<file path="src/rtl/wb_arbiter_2m.sv">
`default_nettype none
// +-----------------------------------------------------------------------------+
// | wb_arbiter_2m : two-master round-robin Wishbone B3 arbiter with watchdog    |
// | Revision 1.0                                                                |
// +-----------------------------------------------------------------------------+
module wb_arbiter_2m #(
    parameter int AW      = 32,
    parameter int DW      = 32,
    parameter int TIMEOUT = 255,
    parameter int TW      = 8
) (
    input  logic              wb_clk_i,
    input  logic              wb_rst_n_i,
    input  logic [AW-1:0]     m0_adr_i,
    input  logic [DW-1:0]     m0_dat_i,
    input  logic [DW/8-1:0]   m0_sel_i,
    input  logic              m0_we_i,
    input  logic              m0_cyc_i,
    input  logic              m0_stb_i,
    input  logic [2:0]        m0_cti_i,
    input  logic [1:0]        m0_bte_i,
    output logic [DW-1:0]     m0_dat_o,
    output logic              m0_ack_o,
    output logic              m0_err_o,
    input  logic [AW-1:0]     m1_adr_i,
    input  logic [DW-1:0]     m1_dat_i,
    input  logic [DW/8-1:0]   m1_sel_i,
    input  logic              m1_we_i,
    input  logic              m1_cyc_i,
    input  logic              m1_stb_i,
    input  logic [2:0]        m1_cti_i,
    input  logic [1:0]        m1_bte_i,
    output logic [DW-1:0]     m1_dat_o,
    output logic              m1_ack_o,
    output logic              m1_err_o,
    output logic [AW-1:0]     s_adr_o,
    output logic [DW-1:0]     s_dat_o,
    output logic [DW/8-1:0]   s_sel_o,
    output logic              s_we_o,
    output logic              s_cyc_o,
    output logic              s_stb_o,
    output logic [2:0]        s_cti_o,
    output logic [1:0]        s_bte_o,
    input  logic [DW-1:0]     s_dat_i,
    input  logic              s_ack_i,
    input  logic              s_err_i,
    output logic [1:0]        grant_o,
    output logic              timeout_o
);

    localparam logic [1:0] c_ST_IDLE = 2'd0;
    localparam logic [1:0] c_ST_G0   = 2'd1;
    localparam logic [1:0] c_ST_G1   = 2'd2;

    logic [1:0] r_state;
    logic [1:0] w_state_nxt;
    logic       r_last_m1;
    logic       w_last_m1_nxt;
    logic       w_timeout;

    always_ff @(posedge wb_clk_i) begin
        if (!wb_rst_n_i) begin
            r_state   <= c_ST_IDLE;
            r_last_m1 <= 1'b1;
        end else begin
            r_state   <= w_state_nxt;
            r_last_m1 <= w_last_m1_nxt;
        end
    end

    // Grant is held for the whole CYC; every hand-over passes through IDLE.
    always_comb begin
        w_state_nxt   = r_state;
        w_last_m1_nxt = r_last_m1;
        case (r_state)
            c_ST_IDLE: begin
                if (m0_cyc_i && m1_cyc_i) begin
                    w_state_nxt = r_last_m1 ? c_ST_G0 : c_ST_G1;
                end else if (m0_cyc_i) begin
                    w_state_nxt = c_ST_G0;
                end else if (m1_cyc_i) begin
                    w_state_nxt = c_ST_G1;
                end
            end
            c_ST_G0: begin
                if (!m0_cyc_i) begin
                    w_state_nxt   = c_ST_IDLE;
                    w_last_m1_nxt = 1'b0;
                end
            end
            c_ST_G1: begin
                if (!m1_cyc_i) begin
                    w_state_nxt   = c_ST_IDLE;
                    w_last_m1_nxt = 1'b1;
                end
            end
            default: w_state_nxt = c_ST_IDLE;
        endcase
    end

    always_comb begin
        s_adr_o = '0;
        s_dat_o = '0;
        s_sel_o = '0;
        s_we_o  = 1'b0;
        s_cyc_o = 1'b0;
        s_stb_o = 1'b0;
        s_cti_o = '0;
        s_bte_o = '0;
        case (r_state)
            c_ST_G0: begin
                s_adr_o = m0_adr_i;
                s_dat_o = m0_dat_i;
                s_sel_o = m0_sel_i;
                s_we_o  = m0_we_i;
                s_cyc_o = m0_cyc_i;
                s_stb_o = m0_stb_i;
                s_cti_o = m0_cti_i;
                s_bte_o = m0_bte_i;
            end
            c_ST_G1: begin
                s_adr_o = m1_adr_i;
                s_dat_o = m1_dat_i;
                s_sel_o = m1_sel_i;
                s_we_o  = m1_we_i;
                s_cyc_o = m1_cyc_i;
                s_stb_o = m1_stb_i;
                s_cti_o = m1_cti_i;
                s_bte_o = m1_bte_i;
            end
            default: ;
        endcase
    end

    assign grant_o   = {r_state == c_ST_G1, r_state == c_ST_G0};
    assign timeout_o = w_timeout;

    assign m0_dat_o = s_dat_i;
    assign m1_dat_o = s_dat_i;
    assign m0_ack_o = s_ack_i & grant_o[0];
    assign m1_ack_o = s_ack_i & grant_o[1];
    assign m0_err_o = (s_err_i | w_timeout) & grant_o[0];
    assign m1_err_o = (s_err_i | w_timeout) & grant_o[1];

    generate
        if (TIMEOUT > 0) begin : g_wdog
            localparam logic [TW-1:0] c_WDOG_LAST = TW'(TIMEOUT - 1);
            logic [TW-1:0] r_wdog;
            logic          w_wdog_clr;

            // A response in the final cycle wins over the watchdog.
            assign w_timeout  = s_stb_o && !s_ack_i && !s_err_i && (r_wdog == c_WDOG_LAST);
            assign w_wdog_clr = !s_stb_o || s_ack_i || s_err_i || w_timeout ||
                                (r_state == c_ST_IDLE);

            always_ff @(posedge wb_clk_i) begin
                if (!wb_rst_n_i || w_wdog_clr) begin
                    r_wdog <= '0;
                end else begin
                    r_wdog <= r_wdog + TW'(1);
                end
            end
        end else begin : g_no_wdog
            assign w_timeout = 1'b0;
        end
    endgenerate

endmodule
`default_nettype wire

</file>
<file path="config.mk">
export PLATFORM = sky130hd
export DESIGN_NAME = wb_arbiter_2m
export DESIGN_NICKNAME = d
export VERILOG_FILES = /design/src/rtl/wb_arbiter_2m.sv
export SDC_FILE = /design/constraint.sdc
export NUM_CORES = 1
export LEC_CHECK = 0
export CORE_AREA = 2 2 130 132
export DETAILED_ROUTE_END_ITERATION = 10
export DIE_AREA = 0 0 132 134
export GPL_TIMING_DRIVEN = 0
export HOLD_SLACK_MARGIN = 0.02
export SLEW_MARGIN = 20
export SYNTH_ARGS = -nofsm -noshare
export SYNTH_HDL_FRONTEND = slang
export SYNTH_SLANG_ARGS = --single-unit
</file>
<file path="constraint.sdc">
create_clock -name wb_clk_i -period 3.9 [get_ports wb_clk_i]
set_clock_uncertainty 0.05 [all_clocks]
set_input_delay 0.78 -clock wb_clk_i [delete_from_list [all_inputs] [get_ports wb_clk_i]]
set_output_delay 0.78 -clock wb_clk_i [all_outputs]
set_load 0.01 [all_outputs]
</file>
# Yosys cells after proc, flatten, opt, wreduce, memory -nomap -nowiden
# Cells that the tools add are included.
[totals]
regBits = 11
inputBits = 188
out_inout_bits = 147
word_cells = 50
[op_classes]
n_addsub = 1
eq_ne = 6
n_mux = 18
n_bitwise = 5
n_reduce_logical = 17
[op_table]
columns = ["cell", "n"]
rows = [
  ["$pmux 32 s2", 2],
  ["$mux 2", 6],
  ["$add 8x1->8 const B", 1],
  ["$eq 8x8->1 const B", 1],
  ["$pmux 1 s2", 4],
  ["$pmux 4 s2", 1],
  ["$pmux 2 s3", 1],
  ["$pmux 3 s2", 1],
  ["$reduce_and 3->1", 2],
  ["$logic_or 1x1->1", 5],
  ["$and 1x1->1", 4],
  ["$logic_and 1x1->1", 4],
  ["$logic_not 1->1", 4],
  ["$ne 2x2->1 const B", 2],
  ["$ne 4x4->1 const B", 1],
  ["$pmux 2 s2", 1],
  ["$eq 2x1->1 const B", 1],
  ["$eq 2x2->1 const B", 1],
  ["$logic_not 2->1", 1],
  ["$mux 1", 2],
  ["$reduce_bool 2->1", 1],
  ["$or 1x1->1", 1],
]

# Depth between registers and ports, before layout
[depth]
ltp_word = 8
ltp_mapped = 8
mapped_depth_nobuf = 5

# Worst setup path after synthesis
# Ideal clock, no wire load.
[synth_path]
path_kind = "input to output"
from = "input port m1_stb_i"
to = "output port timeout_o"
arrival_time_ps = 1750
required_ps = 3070
slack_ps = 1320
path_stages = 4
n_path_buf = 1
cell_sequence = "a22oi_2 > or4b_1 > buf_4 > nor3_1"
[synth_between]
elab_chain_len = 4
[synth_rtl]
columns = ["element", "line", "text"]
rows = [
  ["start: declaration", "30", "input logic m1_stb_i,"],
  ["$pmux 1 s2", "110", "case (r_state)"],
  ["$logic_and 1x1->1 (3 in series)", "152", "assign w_timeout = s_stb_o && !s_ack_i && !s_err_i && (r_wdog == c_WDOG_LAST);"],
  ["end: declaration", "48", "output logic timeout_o"],
]
# No other way between the ends.

# Worst setup path in the final report
# Ends and elaborated chain as after synthesis.

==> summary.md <==
| Metric | Value |
|---|---|
| Synth top area share | 24.13% |
| Reg2Reg Capture Point | r_last_m1 |
| Final Util | a little over a third |
| Drt first-iter violations | between 100 and 150 |
| Largest family of logic cells by synthesized area | compound AO/OA/AOI/OAI gates |
| Area of the die | 0.01769 mm^2 |
| Num CTS Buffers | 3 |
| Synth warn | 0 |
| Pre-CTS setup slack | ~0.24 ns |
| Synth Area in Adders | 2.717% |
| Layout cells sized above 1 | around 14% |
| VDD IR max | 0.1604 mV |
| Cell area after synthesis | between 0.002 and 0.0025 mm^2 |
| Synth Instances | between 300 and 400 |
| R2r worst-path depth | 8 |
| Syn nets | 507 |
| Antenna violations before repair | 0 |
| Pwr Density | about 170 mW/mm^2 |
| Worst Min Path Start | r_state[1] |
| Top FF cell, synth | dfxtp_1 |
| Postcts setup bufs | 0 |
| CP required | 3.07 ns |
| Max-slew headroom | roughly 65% |
| Core Box Area | between 0.015 and 0.02 mm^2 |
| CTS clk-pin slew, worst paths | 0.04 ns |
| Static Leak | 1.945 nW |
| Layout Cells excl Fill | 840 |
| Minimum clock period | 3.630 ns |
| Initial Utilization | about 14% |
| Worst Max-Slew Pin Slew | 0.5284 ns |
| RSZ-0062 raised after global routing | no |
| Async SR Flop Fraction | 0% |
| #FFs+latches synth | 11 |
| Largest net degree at the start of global routing | 11 |
| N_diodes | 0 |
| TritonCTS clock tree | built |
| Hold slack final | 0.4454 ns |
| First-pass GRT wire length | 19710 um |
| Worst Setup SP | m1_stb_i |
| Hold Vio Cnt, Final | 0 |
| Mux contribution to synthesized area | 0% |
| Vias in the first global route | between 3000 and 4000 |
| Total Wirelength | 13390 um |
| Final HPWL DP | about 11000 um |
| DRC violations left | 0 |
| Crit path kind | input port to output pin |
| Max_cap viols | 0 |
| Dpl cells | about 840 |
| Area growth from synthesis to layout | 146.8% |
| Startpoint types | input port |
| Synthesized area per cell | about 7.3 um^2 |
| Setup ws final | 0.2696 ns |
| Sequential fraction of the synthesis area | a little under a tenth |
| Root Buffer Master | clkbuf_16 |
| Synth top area cells | a22oi_1 24%, buf_4 22%, nor2b_1 21% |
| CTS max path bufs | 2 |
| Post-synthesis compound-gate area fraction | 30.87% |
| Number of synthesized flops with an enable pin | 0 |
| Max frequency | 275.4 MHz |
| DRT Pass-1 Iters | 4 |
| Critical Path AT | 2.80 ns |
| Simple-gate share of the synthesized area | 28.48% |
| Worst setup EP type | output pin |
| Gpl congestion | 0.7841 |
| Setup TNS | 0 ns |
| Final setup fails | 0 |
| Synth area leader | a22oi_1 |
| Crit Path Max Fanout | 9 |
| Final period util | 93.09% |
| Sink Count | 11 |
| Worst setup path end | timeout_o |
| CTS H-tree depth | 1 |
| RR Startpoint | r_state[1] |
| Unique cell type count in the Yosys netlist | 30 |
| Commonest non-fill, non-tap cell in the layout | clkdlybuf4s50_1 |
| R2R setup slack | 1.82 ns |
| Chip height | between 100 and 150 um |
| Antenna Nets Post-Route | 0 |
| Total grt overflow | 0 |
| Via count | 3398 |
| Worst-Skew Late Latency | 0.24 ns |
| Run status | completed |
| Row count | 47 |
| Vias per inst | 4.045 |
| Synth Area in XOR/XNOR | 1.141% |
| Most frequent cells in the layout | 302 x clkdlybuf4s50_1, 76 x nor2b_1, 74 x a22oi_1 |
| Fin nets | 814 |
| Fin. max-slew vios | 0 |
| IO Port Bufs | 302 |
| Die X | 132 um |
| Min-delay worst type | flip-flop to flip-flop |
| Total GRT Usage | 13.87% |
| I/O pin count | around 340 |
| Wire per inst | approximately 16 um |
## metal layers
layer / part of all wire [%] / vias to the layer above / wire [um] / global-route usage (%)
li1: - / 1666 / - / -
met3: 6.7 / 8 / 897 / 2.570
met2: 55 / 155 / 7379 / 27.31
met5: 0 / - / 0 / 0
met4: 0.93 / 0 / 125 / 1.751
met1: 37 / 1569 / 4982 / 15.81
## worst min path at each step
stage                       to  slack (ns)  depth (start not counted)
floorplan           r_state[1]        0.41                          2
global placement    r_state[0]        0.44                          2
detailed placement  r_state[1]        0.44                          2
CTS                 r_state[1]        0.45                          2
global route        r_state[1]        0.48                          2
finish              r_state[1]        0.45                          2
## cell type report
class	count	area [um^2]
timing repair buffer	302	3023
fill	1700	10610
sequential	11	220.2
inverter	6	22.52
clock buffer	3	75.07
tap	220	275.3
multi-input combinational	205	1455
buffer	92	606.8
clock inverter	1	5.005
## report_power, final
part           internal (W)  leakage, nW  switching (W)
Sequential         0.000116       0.0891     0.00000325
Clock              0.000136       0.0409      0.0000535
Combinational      0.000411         1.82       0.000262
## synth_stat cells (all sizes together), types with 2 or more instances
cell,count
nor2b,76
a22oi,75
buf,71
clkbuf,21
dfxtp,11
inv,6
nor3,6
o21ai,6
and2,5
ha,5
nand3,4
a211oi,3
or3,3
a21boi,2
a21oi,2
a31o,2
nand4,2
nor2,2
nor3b,2
or4b,2
xor2,2
## flip-flops by register name, summed over array words and instances, names as in the netlist
| name | count |
|---|---|
| g_wdog.r_wdog | 8 |
| r_state | 2 |
| r_last_m1 | 1 |
## worst max-delay path: stages
cell and delay, ns:
clkdlybuf4s50_1 0.51, a22oi_2 0.12, or4b_1 0.47, buf_4 0.19, nor3_1 0.15, clkdlybuf4s50_1 0.57
## timing repair
item | in CTS | in global routing
setup endpoints to repair | 0 | 2
hold buffers | 0 | 0
gates resized for setup | 0 | 4
## metrics by stage
step                      area, um^2   power, W
after global routing            5683   0.001042
after detailed placement        5600  0.0007989
after floorplan                 2302  0.0004127
after global placement          5600  0.0007916
final                           5683  0.0009820
after CTS                       5680  0.0009946
## logic make-up after synthesis
| group | count (synthesis) |
|---|---|
| xor+xnor | 3 |
| compound gates | 93 |
| buf+inv | 98 |
| flops | 11 |
| fa+ha+maj | 5 |
| simple gates | 104 |
No activity file was read; power rests on OpenSTA's default activity.
